`src/rtl/encoder_sched_if.sv`:
```
// Handshake and config bundle for encoder_sched.
// master drives samples, out_ready and config; slave is the sequencer.
interface encoder_sched_if;
  logic              in_valid;
  logic              in_ready;
  logic signed [7:0] in_sample;
  logic              out_valid;
  logic              out_ready;
  logic signed [7:0] feature0;
  logic signed [7:0] feature1;
  logic [31:0]       hidden_flat;
  logic              cfg_we;
  logic [3:0]        cfg_addr;
  logic signed [7:0] cfg_data;
  logic              cfg_ready;
  logic              busy;

  modport master (
    output in_valid, in_sample, out_ready,
    output cfg_we, cfg_addr, cfg_data,
    input  in_ready, out_valid,
    input  feature0, feature1, hidden_flat,
    input  cfg_ready, busy
  );

  modport slave (
    input  in_valid, in_sample, out_ready,
    input  cfg_we, cfg_addr, cfg_data,
    output in_ready, out_valid,
    output feature0, feature1, hidden_flat,
    output cfg_ready, busy
  );
endinterface

```
`src/rtl/encoder_sched.sv`:
```
// Encoder sequencer: one shared 8-bit MAC for 4 L1 + 2 L2 neurons.
// Ports: clk, rst_n (sync, active-low), bus (encoder_sched_if.slave).
// ENC_RELU_EN selects ReLU activation; default is identity.
module encoder_sched #(
  parameter int FRAC = 6
) (
  input logic           clk,
  input logic           rst_n,
  encoder_sched_if.slave bus
);

  typedef enum logic [1:0] {
    IDLE, L1, L2, OUT
  } state_t;

  state_t state, state_n;

  logic [1:0]        idx;
  logic signed [7:0] x;
  logic signed [7:0] w1 [4];
  logic signed [7:0] b1 [4];
  logic signed [7:0] w2 [2];
  logic signed [7:0] b2 [2];
  logic signed [7:0] h  [4];
  logic signed [7:0] f  [2];

  logic signed [7:0]  op_a, op_w, op_b;
  logic signed [15:0] prod, shr;
  logic signed [16:0] sum;
  logic signed [7:0]  sat, y;
  logic               idle, ovld, cfg_wr;

  always_ff @(posedge clk) begin
    if (!rst_n) state <= IDLE;
    else        state <= state_n;
  end

  always_comb begin
    state_n = state;
    idle    = 1'b0;
    ovld    = 1'b0;
    unique case (state)
      IDLE: begin
        idle = 1'b1;
        if (bus.in_valid) state_n = L1;
      end
      L1: if (idx == 2'd3) state_n = L2;
      L2: if (idx == 2'd1) state_n = OUT;
      OUT: begin
        ovld = 1'b1;
        if (bus.out_ready) state_n = IDLE;
      end
      default: state_n = IDLE;
    endcase
  end

  assign cfg_wr = bus.cfg_we && idle;

  // Operand select for the single shared neuron.
  always_comb begin
    op_a = x;
    op_w = w1[idx];
    op_b = b1[idx];
    if (state == L2) begin
      op_a = h[idx[0]];
      op_w = w2[idx[0]];
      op_b = b2[idx[0]];
    end
  end

  assign prod = 16'(op_a) * 16'(op_w);
  assign shr  = prod >>> FRAC;
  assign sum  = {shr[15], shr}
              + {{9{op_b[7]}}, op_b};

  always_comb begin
    if (sum > 17'sd127)
      sat = 8'sd127;
    else if (sum < -17'sd128)
      sat = 8'h80;
    else
      sat = sum[7:0];
  end

`ifdef ENC_RELU_EN
  assign y = sat[7] ? 8'sd0 : sat;
`else
  assign y = sat;
`endif

  always_ff @(posedge clk) begin
    if (!rst_n) begin
      idx <= '0;
      x   <= '0;
      for (int i = 0; i < 4; i++) begin
        w1[i] <= '0;
        b1[i] <= '0;
        h[i]  <= '0;
      end
      for (int j = 0; j < 2; j++) begin
        w2[j] <= '0;
        b2[j] <= '0;
        f[j]  <= '0;
      end
    end else begin
      if (cfg_wr) begin
        unique case (1'b1)
          bus.cfg_addr[3:2] == 2'b00:
            w1[bus.cfg_addr[1:0]] <= bus.cfg_data;
          bus.cfg_addr[3:2] == 2'b01:
            b1[bus.cfg_addr[1:0]] <= bus.cfg_data;
          bus.cfg_addr[3:1] == 3'b100:
            w2[bus.cfg_addr[0]] <= bus.cfg_data;
          bus.cfg_addr[3:1] == 3'b101:
            b2[bus.cfg_addr[0]] <= bus.cfg_data;
          default: ;
        endcase
      end
      unique case (state)
        IDLE: begin
          if (bus.in_valid) begin
            x   <= bus.in_sample;
            idx <= '0;
          end
        end
        L1: begin
          h[idx] <= y;
          idx    <= idx + 2'd1;
        end
        L2: begin
          f[idx[0]] <= y;
          idx       <= idx + 2'd1;
        end
        default: ;
      endcase
    end
  end

  assign bus.in_ready    = idle;
  assign bus.cfg_ready   = idle;
  assign bus.out_valid   = ovld;
  assign bus.busy        = !idle;
  assign bus.feature0    = f[0];
  assign bus.feature1    = f[1];
  assign bus.hidden_flat = {h[3], h[2], h[1], h[0]};

endmodule

```
`src/flat_wrapper.sv`:
```
// flat-port wrapper written by rule: the top's interface ports become plain ports
module encoder_sched_flat 
#(
  parameter int FRAC = 6
)
  (clk, rst_n, bus_in_valid, bus_in_sample, bus_out_ready, bus_cfg_we, bus_cfg_addr, bus_cfg_data, bus_in_ready, bus_out_valid, bus_feature0, bus_feature1, bus_hidden_flat, bus_cfg_ready, bus_busy);
  encoder_sched_if bus_i ();
  input logic clk;
  input logic rst_n;
  input wire logic [$bits(bus_i.in_valid)-1:0] bus_in_valid;
  input wire logic [$bits(bus_i.in_sample)-1:0] bus_in_sample;
  input wire logic [$bits(bus_i.out_ready)-1:0] bus_out_ready;
  input wire logic [$bits(bus_i.cfg_we)-1:0] bus_cfg_we;
  input wire logic [$bits(bus_i.cfg_addr)-1:0] bus_cfg_addr;
  input wire logic [$bits(bus_i.cfg_data)-1:0] bus_cfg_data;
  output wire logic [$bits(bus_i.in_ready)-1:0] bus_in_ready;
  output wire logic [$bits(bus_i.out_valid)-1:0] bus_out_valid;
  output wire logic [$bits(bus_i.feature0)-1:0] bus_feature0;
  output wire logic [$bits(bus_i.feature1)-1:0] bus_feature1;
  output wire logic [$bits(bus_i.hidden_flat)-1:0] bus_hidden_flat;
  output wire logic [$bits(bus_i.cfg_ready)-1:0] bus_cfg_ready;
  output wire logic [$bits(bus_i.busy)-1:0] bus_busy;
  assign bus_i.in_valid = bus_in_valid;
  assign bus_i.in_sample = bus_in_sample;
  assign bus_i.out_ready = bus_out_ready;
  assign bus_i.cfg_we = bus_cfg_we;
  assign bus_i.cfg_addr = bus_cfg_addr;
  assign bus_i.cfg_data = bus_cfg_data;
  assign bus_in_ready = bus_i.in_ready;
  assign bus_out_valid = bus_i.out_valid;
  assign bus_feature0 = bus_i.feature0;
  assign bus_feature1 = bus_i.feature1;
  assign bus_hidden_flat = bus_i.hidden_flat;
  assign bus_cfg_ready = bus_i.cfg_ready;
  assign bus_busy = bus_i.busy;
  encoder_sched #(.FRAC(FRAC)) u_core (.clk(clk), .rst_n(rst_n), .bus(bus_i));
endmodule
```
`config.mk`:
```
export PLATFORM = sky130hd
export DESIGN_NAME = encoder_sched_flat
export DESIGN_NICKNAME = d
export VERILOG_FILES = /design/src/rtl/encoder_sched_if.sv /design/src/rtl/encoder_sched.sv /design/src/flat_wrapper.sv
export SDC_FILE = /design/constraint.sdc
export NUM_CORES = 1
export LEC_CHECK = 0
export CAP_MARGIN = 20
export CORE_MARGIN = 5
export CORE_UTILIZATION = 36
export CTS_BUF_LIST = sky130_fd_sc_hd__clkbuf_8
export DETAILED_ROUTE_END_ITERATION = 10
export PLACE_DENSITY = 0.53
export REMOVE_ABC_BUFFERS = 1
export SYNTH_ARGS = -nofsm -noshare
export SYNTH_HDL_FRONTEND = slang
export SYNTH_SLANG_ARGS = --single-unit
```
`constraint.sdc`:
```
create_clock -name clk -period 18.86 [get_ports clk]
set_clock_uncertainty 0.05 [all_clocks]
set_input_delay 3.772 -clock clk [delete_from_list [all_inputs] [get_ports clk]]
set_output_delay 3.772 -clock clk [all_outputs]
set_load 0.05 [all_outputs]
```
After elaboration in Yosys (flattened, before gate mapping). Memory sizes are Yosys's and may differ from the RTL's. A register that Yosys moved wholly into a read port is not among the register bits. Index checks and enable logic that the tools add are counted.

Flip-flop bits (word level): 12. Bits in writable memories: 144. Input bits: 25. Output and inout bits: 52. Memories: 6.

Memory list: u_core.b1 (depth 4, width 8, rd ports 1, clocked after memory_dff 1, wr ports 4, line encoder_sched.sv:21) `logic signed [7:0] b1 [4];`; u_core.h (depth 4, width 8, rd ports 5, clocked after memory_dff 1, wr ports 4, line encoder_sched.sv:24) `logic signed [7:0] h [4];`; u_core.w1 (depth 4, width 8, rd ports 1, clocked after memory_dff 1, wr ports 4, line encoder_sched.sv:20) `logic signed [7:0] w1 [4];`; u_core.b2 (depth 2, width 8, rd ports 1, clocked after memory_dff 1, wr ports 2, line encoder_sched.sv:23) `logic signed [7:0] b2 [2];`; u_core.f (depth 2, width 8, rd ports 2, clocked after memory_dff 0, wr ports 2, line encoder_sched.sv:25) `logic signed [7:0] f [2];`; u_core.w2 (depth 2, width 8, rd ports 1, clocked after memory_dff 1, wr ports 2, line encoder_sched.sv:22) `logic signed [7:0] w2 [2];`.

Add/sub/neg operators: 2. $mul: 1. $lt $le $gt $ge: 2. Equal/unequal tests: 12. Mux-type cells: 65. Reductions and logical operators: 15.

Operator list (count): 8-bit two-way mux (11); 8-bit OR reduction (6); 1-bit two-way mux (40); 2-bit two-way mux (12); 17-bit by 8-bit greater-than comparator with 1-bit output, second input constant (1); 17-bit by 8-bit < comparator with 1-bit output, second input constant (1); 8-bit by 8-bit multiplier with 16-bit output (1); 10-bit by 8-bit adder with 11-bit output (1); 2-bit case mux with 4 select lines (1); 2-bit by 1-bit == test with 1-bit output, second input constant (3); 2-bit == test, second input constant (3); 3-bit == test, second input constant (2); 2-bit logical NOT (2); 2-bit by 1-bit != test with 1-bit output, second input constant (2); 2-bit != test, second input constant (2); 2-bit case mux with 2 select lines (1); 2-bit AND reduction (2); 4-bit AND reduction (1); 2-bit by 1-bit adder with 2-bit output, second input constant (1); 2-bit nonzero test (1); 2-bit OR reduction (1); 1-bit logical AND (1); 1-bit logical NOT (1).

Logic depth before layout (Yosys ltp). Gate-level depths: netlist (run 1).

Depth after elaboration: 8. Gate-level depth with buffers: 30. Depth with buffers taken out: 27.

Worst setup path before layout (run 1). OpenSTA, ideal clock, no wires.

Path type: reg2reg. From: register with a tool-made name. To: memory u_core.f[0][3] (data pin). Data arrival time: 7.085 ns. Data required time: 18.607 ns. Path slack: 11.522 ns. Stages on the path, launching flop included: 27. Buffers on the path: 3. Clock period less this slack: 7.338 ns. Cells stage by stage: dfxtp_1 -> buf_2 -> buf_2 -> mux4_2 -> o21ai_1 -> nor2_1 -> fa_1 -> inv_1 -> fa_1 -> inv_1 -> fa_1 -> inv_1 -> fa_1 -> inv_1 -> ha_1 -> and4_1 -> a221oi_1 -> o21bai_1 -> xor2_1 -> ha_1 -> a21o_1 -> a31oi_1 -> o22ai_2 -> o22ai_2 -> o21ai_4 -> buf_6 -> a2111oi_1.

RTL lines (line): end, declared (encoder_sched.sv:25).

==> results.md, run 1 <==
Status:
- The run finished with clean final reports.

Clocking:
- The maximum level of the CTS H-tree is 4.
- Clock latency on the worst-skew pair, taken at its later pin, is 0.46 ns.
- The register clock-pin slew on the reported worst setup and hold paths is 0.11 ns.
- The number of sinks handled by clock tree synthesis is 159.
- Once the clock tree was built, the resizer swapped 0 gates to a different size.
- Buffers inserted to repair hold after CTS numbered 0.
- The longest clock path from root to sink contains 2 buffers.
- The CTS tree is built.
- The post-CTS repair timing setup buffer count is 0.
- The total CTS buffers is 17.
- CTS placed an instance of sky130_fd_sc_hd__clkbuf_8 at the clock tree root.

Logic synthesis:
- In the post-synthesis netlist, the biggest area contributors are sky130_fd_sc_hd__edfxtp_1 43%, sky130_fd_sc_hd__fa_1 11%, sky130_fd_sc_hd__and2_1 5.7%.
- The top-area cell type share of the netlist area is around 43%.
- After synthesis the netlist holds a flip-flop and latch count of 159.
- Of all flip-flops after synthesis, the portion carrying an async set or reset was 0%.
- The dominant combinational cell family by area after synthesis is simple AND/OR/NAND/NOR gates.
- The area fraction in and, or, nand and nor cells after synthesis is roughly 16%.
- The synthesized cell area is 0.0102 mm^2.
- The instance count of the mapped netlist is a little under 900.
- Summing the areas of all xor and xnor instances in the mapped netlist gives between 1.5 and 2% of the synthesized area.
- The adder-cell area share of the yosys netlist is around 16%.
- In the synthesized netlist, the cells that appear most often are 144 x sky130_fd_sc_hd__edfxtp_1, 92 x sky130_fd_sc_hd__and2_1, 87 x sky130_fd_sc_hd__nor2_1.
- The portion of synthesized area spent on multiplexers is under 10%.
- The cell with the most instances after synthesis is sky130_fd_sc_hd__edfxtp_1.
- Of the synthesized area, sequential elements account for between 40 and 50%.
- During synthesis, Yosys emitted a total of 0 warnings.
- The cell taking the most area after synthesis is sky130_fd_sc_hd__edfxtp_1.
- The count of flip-flops with a built-in enable after synthesis is 144.
- The synthesized netlist contains 62 unique library cells.
- The average instance in the mapped netlist occupies around 12 um^2.
- The synthesized netlist devotes 8.88% of its cell area to compound gates.
- In the synthesized netlist the dominant register cell turns out to be sky130_fd_sc_hd__edfxtp_1.

Timing:
- The slew at the pin with the worst max-slew slack is just under 1 ns.
- For the final routed database, the setup TNS stands at 0 ns.
- The number of max-slew violations in the final report was 0.
- The clock period minus final worst setup slack is 8.29 ns.
- Setup repair after global routing left no endpoint under its margin.
- The worst path uses 44.0% of the clock period.
- In this run the tightest slew margin relative to its limit is between 30% and 40%.
- The count of endpoints failing hold in the final timing report is 0.
- The number of setup violations in the final report is 0.
- The maximum clock frequency is 0.121 GHz.

Layout:
- The number of antenna diodes in the final layout is 0.
- In the final layout, the share of cells above drive strength 1 is about a tenth.
- The layout overhead on the synthesized area is 16.3%.
- The count of filler cells inserted in the layout is about 2,700.
- After the last flow step, the layout net total stands at 1,076.
- With fillers left out, the area of the finished cells amounts to between 0.01 and 0.015 mm^2.

Global route:
- The largest net degree at the start of global routing is 47.
- In the global route stage, overall resource usage came out at about 16%.
- In this run the most used layer during global routing was met2.
- In the global route stage, met1 resource usage came out at 22.7%.
- The number of global-route vias before repair came to 7,031.
- The number of antenna violations at the first check in global routing was 0.
- The first-pass GRT wire length is 39,900 um.
- The total grt overflow is 0.
- The global routing met2 resource utilization is approximately 28%.
- The fraction of met3 tracks used by global routing is 2.36%.

Floorplanning:
- The total number of placement rows is around 60.
- The placeable core region is 0.0278 mm^2.
- The initial core utilization is 36.5%.
- The die boundary height is 178 um.
- In this run the count of I/O pins placed on the die edge is 77.
- The die boundary width is 178 um.
- The die footprint is 0.0317 mm^2.

Worst hold path:
- The min-delay analysis places its worst path in the category reg -> reg.
- Counting instances, the worst hold path has a depth of 2.

Worst setup path:
- The startpoint type of the worst setup path is a register.
- The number of stages on the worst setup path is 23.
- On the critical path the largest part of the delay comes from adder cells.
- The standard cell with the maximum stage delay on the critical path is sky130_fd_sc_hd__dfxtp_1.
- The path depth of the worst reg2reg path is 23.
- The cell that appears most often on the critical path is sky130_fd_sc_hd__fa_1.
- The worst setup path is captured at a register.
- For the worst setup path, the data arrival time is roughly 8.4 ns.
- The worst setup path is of the reg -> reg kind.
- The signal on the critical path passes through mux4_2 -> o21ai_1 -> nand2b_1 -> fa_1 -> fa_1 -> inv_1 -> fa_1 -> fa_1 -> ha_1 -> nand4_1 -> o221ai_1 -> nand4_1 -> a21boi_0 -> o22ai_1 -> xnor2_1 -> ha_1 -> a211oi_1 -> o211ai_1 -> o21ai_1 -> mux2_2 -> a21oi_4 -> buf_16 -> a211oi_1.
- In this run the worst path has a maximum fanout of 27.
- The largest stage delay on the critical path is 0.84 ns.
- The critical path contains buffers and inverters numbering 2 combined.
- The endpoint required time on the critical path is 18.95 ns.

Detailed routing:
- The post-detailed-route count of antenna-violating nets is 0.
- The count of vias placed by the detailed router is 6,642.
- In the routed layout, each cell is associated on average with a via count of 4.95.
- In the routed design, unresolved DRC markers number 0.
- The total wirelength of the detailed-routed design is 25,300 um.
- Before antenna repair, the detailed router went through 7 iterations.
- The routed wirelength normalized by instance count is 18.8 um.
- For this block, the initial DRC count from the detailed router was 409.

Placed design:
- The port buffer count is 76.
- The placed wire-length estimate after detailed placement is 18,900 um.
- The placed instances occupy a cell area of 0.0113 mm^2.
- Routability-driven placement finished with a final weighted congestion of 0.829.

Flow run:
- Max-cap violations in this run came to 0.
logic make-up (layout without fill, tap and decap cells):
family / Yosys count / in the layout
compound gates: 121 / 121
xor+xnor: 21 / 21
fa+ha+maj: 99 / 99
buf+inv: 125 / 211
flops: 159 / 159
mux: 42 / 42
simple gates: 312 / 312
per-stage QoR:
step / util [%] / worst slack [ns] / cells / hold WS (ns)
final: 42.5 / 10.57 / 1343 / 0.421
after floorplan: - / 11.07 / 837 / 0.394
after global routing: 42.5 / 10.03 / 1343 / 0.454
after global placement: 40.7 / 10.49 / 1308 / 0.402
after CTS: 42.4 / 10.58 / 1341 / 0.421
after detailed placement: 40.8 / 10.62 / 1309 / 0.409
worst paths after layout:
check,start,slack [ns],to
max reg2reg,register,10.57,u_core.h[2][6]
min reg2reg,u_core.x[4],0.42,u_core.x[4]
min,u_core.x[4],0.42,u_core.x[4]
max,register,10.57,u_core.h[2][6]
worst min-delay path, stage by stage, from the launching register on:
cell	delay (ns)
sky130_fd_sc_hd__dfxtp_1	0.32
sky130_fd_sc_hd__nand2_1	0.05
sky130_fd_sc_hd__a21boi_0	0.06
sequential cells by signal, indices dropped and copies added (netlist names), named ones only:
register	flops
u_core.b1	32
u_core.h	32
u_core.w1	32
u_core.b2	16
u_core.f	16
u_core.w2	16
u_core.x	8
u_core.idx	2
u_core.state	2
per-layer routing:
layer,up-vias,wire [um]
met3,17,781
met5,-,0
met2,105,12500
met4,0,297
met1,3291,11700
li1,3229,-
area by class of cell:
class / instances / area, um^2 / share of cell area (%)
clock inverter: 15 / 218 / 1.84
inverter: 83 / 312 / 2.64
clock buffer: 17 / 234 / 1.98
tap: 378 / 473 / 4.01
multi-input combinational: 595 / 5010 / 42.5
timing repair buffer: 96 / 928 / 7.87
sequential: 159 / 4620 / 39.2
layout by cell type (no fill, tap or decap), types with 10 or more instances in the layout:
master	Yosys	final
sky130_fd_sc_hd__a2111oi_1	13	13
sky130_fd_sc_hd__a211oi_1	10	10
sky130_fd_sc_hd__a21o_1	11	11
sky130_fd_sc_hd__a21oi_1	19	19
sky130_fd_sc_hd__and2_1	92	92
sky130_fd_sc_hd__buf_4	2	17
sky130_fd_sc_hd__clkbuf_8	0	17
sky130_fd_sc_hd__clkdlybuf4s50_1	0	76
sky130_fd_sc_hd__dfxtp_1	15	15
sky130_fd_sc_hd__edfxtp_1	144	144
sky130_fd_sc_hd__fa_1	54	54
sky130_fd_sc_hd__ha_1	45	45
sky130_fd_sc_hd__inv_1	83	84
sky130_fd_sc_hd__mux2i_1	25	25
sky130_fd_sc_hd__mux4_2	16	16
sky130_fd_sc_hd__nand2_1	46	46
sky130_fd_sc_hd__nand3_1	12	12
sky130_fd_sc_hd__nor2_1	87	87
sky130_fd_sc_hd__nor4_1	15	15
sky130_fd_sc_hd__o21ai_0	18	18
sky130_fd_sc_hd__o21ai_1	12	12
sky130_fd_sc_hd__xnor2_1	14	14
Power of run 1 is not shown: default switching activity piles up to over one toggle a cycle in this logic, so the estimate is an artifact.
==> run 2: changes to the inputs <==
--- a/config.mk
+++ b/config.mk
@@ -10,7 +10,7 @@
 export CORE_UTILIZATION = 36
 export CTS_BUF_LIST = sky130_fd_sc_hd__clkbuf_8
 export DETAILED_ROUTE_END_ITERATION = 10
-export PLACE_DENSITY = 0.53
+export PLACE_DENSITY = 0.54
 export REMOVE_ABC_BUFFERS = 1
 export SYNTH_ARGS = -nofsm -noshare
 export SYNTH_HDL_FRONTEND = slang
==> constraint.sdc (replaced) <==
create_clock -name clk -period 7.4 [get_ports clk]
set_clock_uncertainty 0.05 [all_clocks]
set_input_delay 1.48 -clock clk [delete_from_list [all_inputs] [get_ports clk]]
set_output_delay 1.48 -clock clk [all_outputs]
set_load 0.05 [all_outputs]
==> run 2 against run 1 <==
Net effect: via count grew 3.9%; first-iteration DRC count grew 33%; final cell count grew 3.6%; critical path depth grew 5; worst hold slack gained 0.0021 ns; cell area grew 5.1%.
==> results.md, run 2 (synthesis gave the netlist of run 1 again) <==
Floorplanning:
- The number of ports placed on the die boundary is 77 (unchanged).
- The placeable core region is 0.0278 mm^2 (unchanged).
- The die footprint is 0.0317 mm^2 (unchanged).
- The die boundary width is 178 um (unchanged).
- The initial core utilization is 36.5% (unchanged).
- The die boundary height is 178 um (unchanged).
- The total number of placement rows was 61 (unchanged).

Worst setup path:
- The endpoint arrival time on the critical path is 7.25 ns (-1.13 ns).
- The most numerous cell on the critical path is sky130_fd_sc_hd__fa_1.
- The worst setup path is captured at a register.
- The largest fanout on the critical path is 11 (-59%).
- STA classifies the critical path startpoint as a register.
- The slowest stage of the critical path belongs to the cell sky130_fd_sc_hd__fa_1.
- The count of buffer and inverter cells on the critical path came to 6 (+4).
- The kind of cell adding the most delay to the critical path is adder cells.
- The largest stage delay on the critical path is 0.56 ns (-0.28 ns).
- The worst setup path is of the reg -> reg kind.
- The endpoint required time on the critical path came to 7.59 ns (-11.36 ns).

Clocking:
- The maximum count of clock buffers along a single path is 2 (unchanged).
- The register clock-pin slew on the reported worst setup and hold paths is 0.10 ns (about the same).
- In this run the clock root is driven by a sky130_fd_sc_hd__clkbuf_8.
- The total CTS buffers is 17 (unchanged).
- The insertion delay of the later-clocked pin in the worst-skew pair is 0.47 ns (about the same).
- The maximum level of the CTS H-tree is 4 (unchanged).
- The number of sinks handled by clock tree synthesis is 159 (unchanged).
- The CTS tree is built.
- The count of hold buffers inserted by post-cts repair is 0 (unchanged).

Timing:
- The number of setup violations in the final report was 0 (unchanged).
- The headroom to the max-slew limit came to 36.1% (+0.91 points).
- The clock period minus final worst setup slack came to 7.06 ns (-1.23 ns).
- The slack of the critical path is 0.340 ns (-10.23 ns).
- The slew at the pin with the worst max-slew slack was 0.951 ns (-0.0136 ns).
- The number of max-slew violations in the final report is 0 (unchanged).
- The count of endpoints failing hold in the final timing report came to 0 (unchanged).
- The worst hold slack across all endpoints is 0.423 ns (+0.00207 ns).
- The maximum clock frequency was 0.142 GHz (+17%).
- The share of the clock period used by the worst path was 95.4% (+51 points).

Layout:
- In the final layout, the registers with the most flip-flops are u_core.b1 (32), u_core.h (32), u_core.w1 (32).
- The library cell used most frequently in the layout, excluding fill and tap cells, is sky130_fd_sc_hd__edfxtp_1.
- The final net count came to 1,124 (+4.5%).
- The count of filler cells inserted in the layout is 2,658 (-1.2%).
- The number of antenna repair diodes came to 0 (unchanged).
- The fraction of final layout cells with drive strength greater than 1 was 18.1% (+7.8 points).
- The layout overhead on the synthesized area is 22.2%.
- In the layout the commonest cells are 144 x sky130_fd_sc_hd__edfxtp_1, 91 x sky130_fd_sc_hd__and2_1, 85 x sky130_fd_sc_hd__nor2_1.

Detailed routing:
- The DRC violation count after routing is 0 (unchanged).
- The count of vias placed by the detailed router was 6,903 (+3.9%).
- The routed wirelength normalized by instance count was 18.7 um (-0.72%).
- The total wirelength of the detailed-routed design is 26,000 um (+2.8%).
- The ratio of routed vias to standard cells was 4.96 (+0.34%).
- The post-detailed-route count of antenna-violating nets is 0 (unchanged).
- The first-pass iteration count of the detailed router is 5 (-2).
- The first-iteration detailed-routing DRC count is 544 (+33%).

Placed design:
- The placer congestion estimate was 0.852 (+2.7%).
- The port buffer count is 76 (unchanged).
- The placed wire-length estimate after detailed placement is 20,100 um (+6.4%).
- The worst slack at placement came to -0.0737 ns (-10.70 ns).

Flow run:
- The count of maximum capacitance violations was 0 (unchanged).

Worst hold path:
- The class of the tightest hold or removal check is reg -> reg.

Global route:
- The number of antenna violations at the first check in global routing came to 0 (unchanged).
- The first-pass GRT wire length is 40,500 um (+1.5%).
- The total global-route track usage is 16.7% (+0.27 points).
- The total grt overflow is 0 (unchanged).
- The largest net degree at the start of global routing is 42 (-11%).
- The number of global-route vias before repair was 7,159 (+1.8%).

Status:
- The flow ran to the end, and the final reports show no timing, DRC or antenna violations.
-- run 2: changes by cell type in the layout (fill, tap and decap cells not counted), moves of 4 or more --
cell,change
sky130_fd_sc_hd__o21ai_2,+4
sky130_fd_sc_hd__a2111oi_2,+10
sky130_fd_sc_hd__o21ai_1,-4
sky130_fd_sc_hd__ha_4,+4
sky130_fd_sc_hd__bufinv_16,-4
sky130_fd_sc_hd__a2111oi_1,-10
sky130_fd_sc_hd__ha_1,-6
sky130_fd_sc_hd__buf_4,+36
-- run 2: final cells by class --
cell class | instances | area (um^2) | area share, %
multi-input cells | 595 | 5240 | 42.2
flip-flops and latches | 159 | 4630 | 37.3
repair buffers | 144 | 1350 | 10.8
well taps | 378 | 473 | 3.81
inverters | 83 | 312 | 2.51
clock buffers | 17 | 234 | 1.89
clock inverters | 15 | 180 | 1.45
-- run 2: repair_timing --
item,4_1_cts,5_1_grt
setup endpoints to repair,16,43
resized for setup,2,44
buffers inserted,0,5
gates cloned,0,3
pin swaps,0,6
-- run 2: worst reg2reg max path, delay by kind of cell (launching register included) --
family          cells  cell delay [ns]
compound gates      6             1.18
xor+xnor            1             0.12
fa+ha+maj           6             2.74
buf+inv             6             0.72
flops               1             0.36
mux                 1             0.53
simple gates        8             1.13
-- run 2: worst paths after layout --
kind	from	to	slack, ns	cells after the start
worst min-delay path	u_core.x[6]	u_core.x[6]	0.42	2
worst min register to register	u_core.x[6]	u_core.x[6]	0.42	2
worst max-delay path	register	u_core.f[1][5]	0.34	28
worst max register to register	register	u_core.f[1][5]	0.34	28
-- run 2: per-stage QoR --
| step | cells | utilization [%] | cell area, um^2 | TNS [ns] |
|---|---|---|---|---|
| after floorplan | 837 | - | 9950 | -14.81 |
| after global placement | 1343 | 41.8 | 11600 | 0 |
| after detailed placement | 1346 | 41.8 | 11600 | -0.0853 |
| after CTS | 1378 | 43.3 | 12000 | 0 |
| after global routing | 1391 | 44.7 | 12400 | -0.0539 |
| final | 1391 | 44.7 | 12400 | 0 |
-- run 2: per-layer routing --
metal / GRT usage (%) / wire, um / part of all wire [%] / up-vias
met2: 27.5 / 12600 / 48 / 143
met5: 0 / 0 / 0 / -
met3: 2.34 / 1120 / 4.3 / 29
met4: 5.06 / 515 / 2.0 / 0
met1: 23.0 / 11800 / 45 / 3402
li1: - / - / - / 3329
Power of run 2 is left out for the same reason.
==> run 3: changes to the inputs <==
--- a/config.mk
+++ b/config.mk
@@ -10,8 +10,8 @@
 export CORE_UTILIZATION = 36
 export CTS_BUF_LIST = sky130_fd_sc_hd__clkbuf_8
 export DETAILED_ROUTE_END_ITERATION = 10
-export PLACE_DENSITY = 0.54
-export REMOVE_ABC_BUFFERS = 1
+export PLACE_DENSITY = 0.53
+export RECOVER_POWER = 25
 export SYNTH_ARGS = -nofsm -noshare
 export SYNTH_HDL_FRONTEND = slang
 export SYNTH_SLANG_ARGS = --single-unit
==> constraint.sdc (replaced) <==
create_clock -name clk -period 6.6 [get_ports clk]
set_clock_uncertainty 0.05 [all_clocks]
set_input_delay 1.32 -clock clk [delete_from_list [all_inputs] [get_ports clk]]
set_output_delay 1.32 -clock clk [all_outputs]
set_load 0.05 [all_outputs]
==> run 3 against run 2 <==
Net effect: the flow now finishes with violations (setup timing); cell area grew 13%; critical path depth is 1 lower; first-iteration DRC count down 5.7%; setup slack lost 0.67 ns; sequential cell count unchanged; critical endpoint is now u_core.f[1][1]; worst hold slack gained 0.016 ns; final cell count up 9.1%; critical path type unchanged; routed wire length is 6.7% higher; core utilization up 6.0 points; non-clock buffer count increased by 127; via count rose by 7.2%; die area unchanged.
==> results.md, run 3 (synthesis gave the netlist of run 1 again) <==
Timing:
- The slack of the critical path is -0.331 ns (-0.671 ns).
- Setup repair after global routing could not meet its margin everywhere.
- The headroom to the max-slew limit is 18.1% (-18 points).
- The count of endpoints failing hold in the final timing report is 0 (unchanged).
- The slew at the pin with the worst max-slew slack came to 1.23 ns (+0.277 ns).
- The clock period minus final worst setup slack was 6.93 ns (-0.129 ns).
- The number of setup violations in the final report is 42 (+42).
- The summed negative setup slack over all endpoints is -11.44 ns (-11.44 ns).
- The number of max-slew violations in the final report is 0 (unchanged).
- The share of the clock period used by the worst path came to 105% (+9.6 points).
- The maximum clock frequency is 0.144 GHz (+1.9%).

Floorplanning:
- The die boundary width is 178 um (unchanged).
- The die footprint is 0.0317 mm^2 (unchanged).
- The total number of placement rows is 61 (unchanged).
- The initial core utilization is 36.5% (unchanged).
- The die boundary height is 178 um (unchanged).
- The number of ports placed on the die boundary is 77 (unchanged).
- The placeable core region is 0.0278 mm^2 (unchanged).

Detailed routing:
- The first-iteration detailed-routing DRC count is 513 (-5.7%).
- The DRC violation count after routing is 0 (unchanged).
- The total wirelength of the detailed-routed design is 27,700 um (+6.7%).
- The ratio of routed vias to standard cells is 4.87 (-1.8%).
- The post-detailed-route count of antenna-violating nets is 0 (unchanged).
- The first-pass iteration count of the detailed router is 5 (unchanged).
- The count of vias placed by the detailed router is 7,400 (+7.2%).
- The routed wirelength normalized by instance count is 18.3 um (-2.3%).

Clocking:
- Clock tree synthesis selected as its root buffer the cell sky130_fd_sc_hd__clkbuf_8.
- TritonCTS built the clock tree.
- The maximum level of the CTS H-tree is 4 (unchanged).
- The maximum count of clock buffers along a single path is 2 (unchanged).
- The total CTS buffers is 17 (unchanged).
- The number of sinks handled by clock tree synthesis is 159 (unchanged).
- The register clock-pin slew on the reported worst setup and hold paths came to 0.10 ns (about the same).
- The insertion delay of the later-clocked pin in the worst-skew pair is 0.47 ns (about the same).

Layout:
- In the layout the commonest cells are 155 x sky130_fd_sc_hd__buf_4, 144 x sky130_fd_sc_hd__edfxtp_1, 80 x sky130_fd_sc_hd__and2_1.
- The final net count came to 1,251 (+11%).
- The largest registers in the layout are u_core.b1 (32), u_core.h (32), u_core.w1 (32).
- Leaving out fill and tap cells, the most frequent cell in the layout is sky130_fd_sc_hd__buf_4.
- The fraction of final layout cells with drive strength greater than 1 was 31.9% (+14 points).
- The end-of-flow core utilization is 50.7% (+6.0 points).
- The layout overhead on the synthesized area is 38.7%.
- The number of antenna repair diodes is 0 (unchanged).
- The count of filler cells inserted in the layout was 2,528 (-4.9%).
- The final cell area excluding filler cells was 0.0141 mm^2 (+13%).

Placed design:
- The port buffer count is 76 (unchanged).
- The worst slack at placement was -0.553 ns (-0.479 ns).
- The cell area after placement is 0.0127 mm^2 (+9.4%).
- The placer congestion estimate was 0.863 (+1.3%).
- The placed wire-length estimate after detailed placement was 20,900 um (+4.0%).

Global route:
- The largest net degree at the start of global routing came to 31 (-26%).
- The number of global-route vias before repair came to 7,802 (+9.0%).
- The number of antenna violations at the first check in global routing is 0 (unchanged).
- The total grt overflow came to 0 (unchanged).
- The total global-route track usage is 18.0% (+1.3 points).
- The first-pass GRT wire length was 43,200 um (+6.7%).

Flow run:
- The count of maximum capacitance violations is 0 (unchanged).

Worst setup path:
- The startpoint type of the worst setup path is a register.
- The path depth of the worst reg2reg path is 27 (-3.6%).
- The endpoint arrival time on the critical path is 7.16 ns (-0.09 ns).
- The most numerous cell on the critical path is sky130_fd_sc_hd__buf_6.
- The endpoint required time on the critical path is 6.83 ns (-0.76 ns).
- The largest stage delay on the critical path is 0.55 ns (about the same).
- The largest fanout on the critical path came to 6 (-5).
- The kind of critical path is reg -> reg.
- The standard cell with the maximum stage delay on the critical path is sky130_fd_sc_hd__fa_1.
- The critical path capture point type is a register.

Worst hold path:
- The number of cells traversed by the worst hold path came to 2 (unchanged).
- The tightest min-delay check is of the reg -> reg type.

Status:
- The checks that failed: setup timing.
- The flow ran to the end, but the final reports show violations.

Logic synthesis:
- Counting every net in the synthesized netlist gives roughly 1,000.
## run 3: cell count changes in the layout (fill, tap and decap cells not counted), sizes merged
cell and delta:
buf +123, bufinv +2, clkbuf +5, clkdlybuf4s50 -3
clkinv +1, clkinvlp +1, dlygate4sd3 +2, inv -4
## run 3: worst paths after layout
| check | from | to | slack (ns) |
|---|---|---|---|
| worst max-delay path | register | u_core.f[1][1] | -0.33 |
| worst min-delay path | u_core.x[6] | u_core.x[6] | 0.44 |
| worst max register to register | register | u_core.f[1][1] | -0.33 |
| worst min register to register | u_core.x[6] | u_core.x[6] | 0.44 |
## run 3: critical path, delay by kind of cell, from the launching register on
family,cells,cell delay [ns]
fa+ha+maj,6,2.68
compound gates,7,1.50
simple gates,6,0.75
buf+inv,6,0.61
mux,1,0.54
flops,1,0.39
xor+xnor,1,0.23
## run 3: cell type report
class	instances	area (um^2)	area share, %
Timing Repair Buffer	271	2450	17.4
Tap cell	378	473	3.36
Multi-Input combinational cell	595	5800	41.2
Inverter	83	312	2.21
Clock buffer	17	234	1.66
Sequential cell	159	4630	32.9
Clock inverter	15	179	1.27
## run 3: per-layer routing
metal | wire [um] | vias to the layer above | global-route usage (%)
met1 | 12300 | 3663 | 23.8
met5 | 0 | - | 0
met3 | 727 | 28 | 2.39
li1 | - | 3586 | -
met2 | 14200 | 123 | 31.0
met4 | 535 | 0 | 5.00
## run 3: what timing repair did
item,4_1_cts,5_1_grt
hold buffers,0,0
pin swaps,23,56
endpoints found under the setup margin,48,48
resized for setup,59,53
buffers inserted,14,15
cloned,4,1
## run 3: metrics by stage
step	hold WS, ns	std cells
floorplan	0.394	879
detailed placement	0.410	1449
global route	0.480	1518
finish	0.439	1518
CTS	0.424	1499
global placement	0.403	1448
Power of run 3 is left out for the same reason.
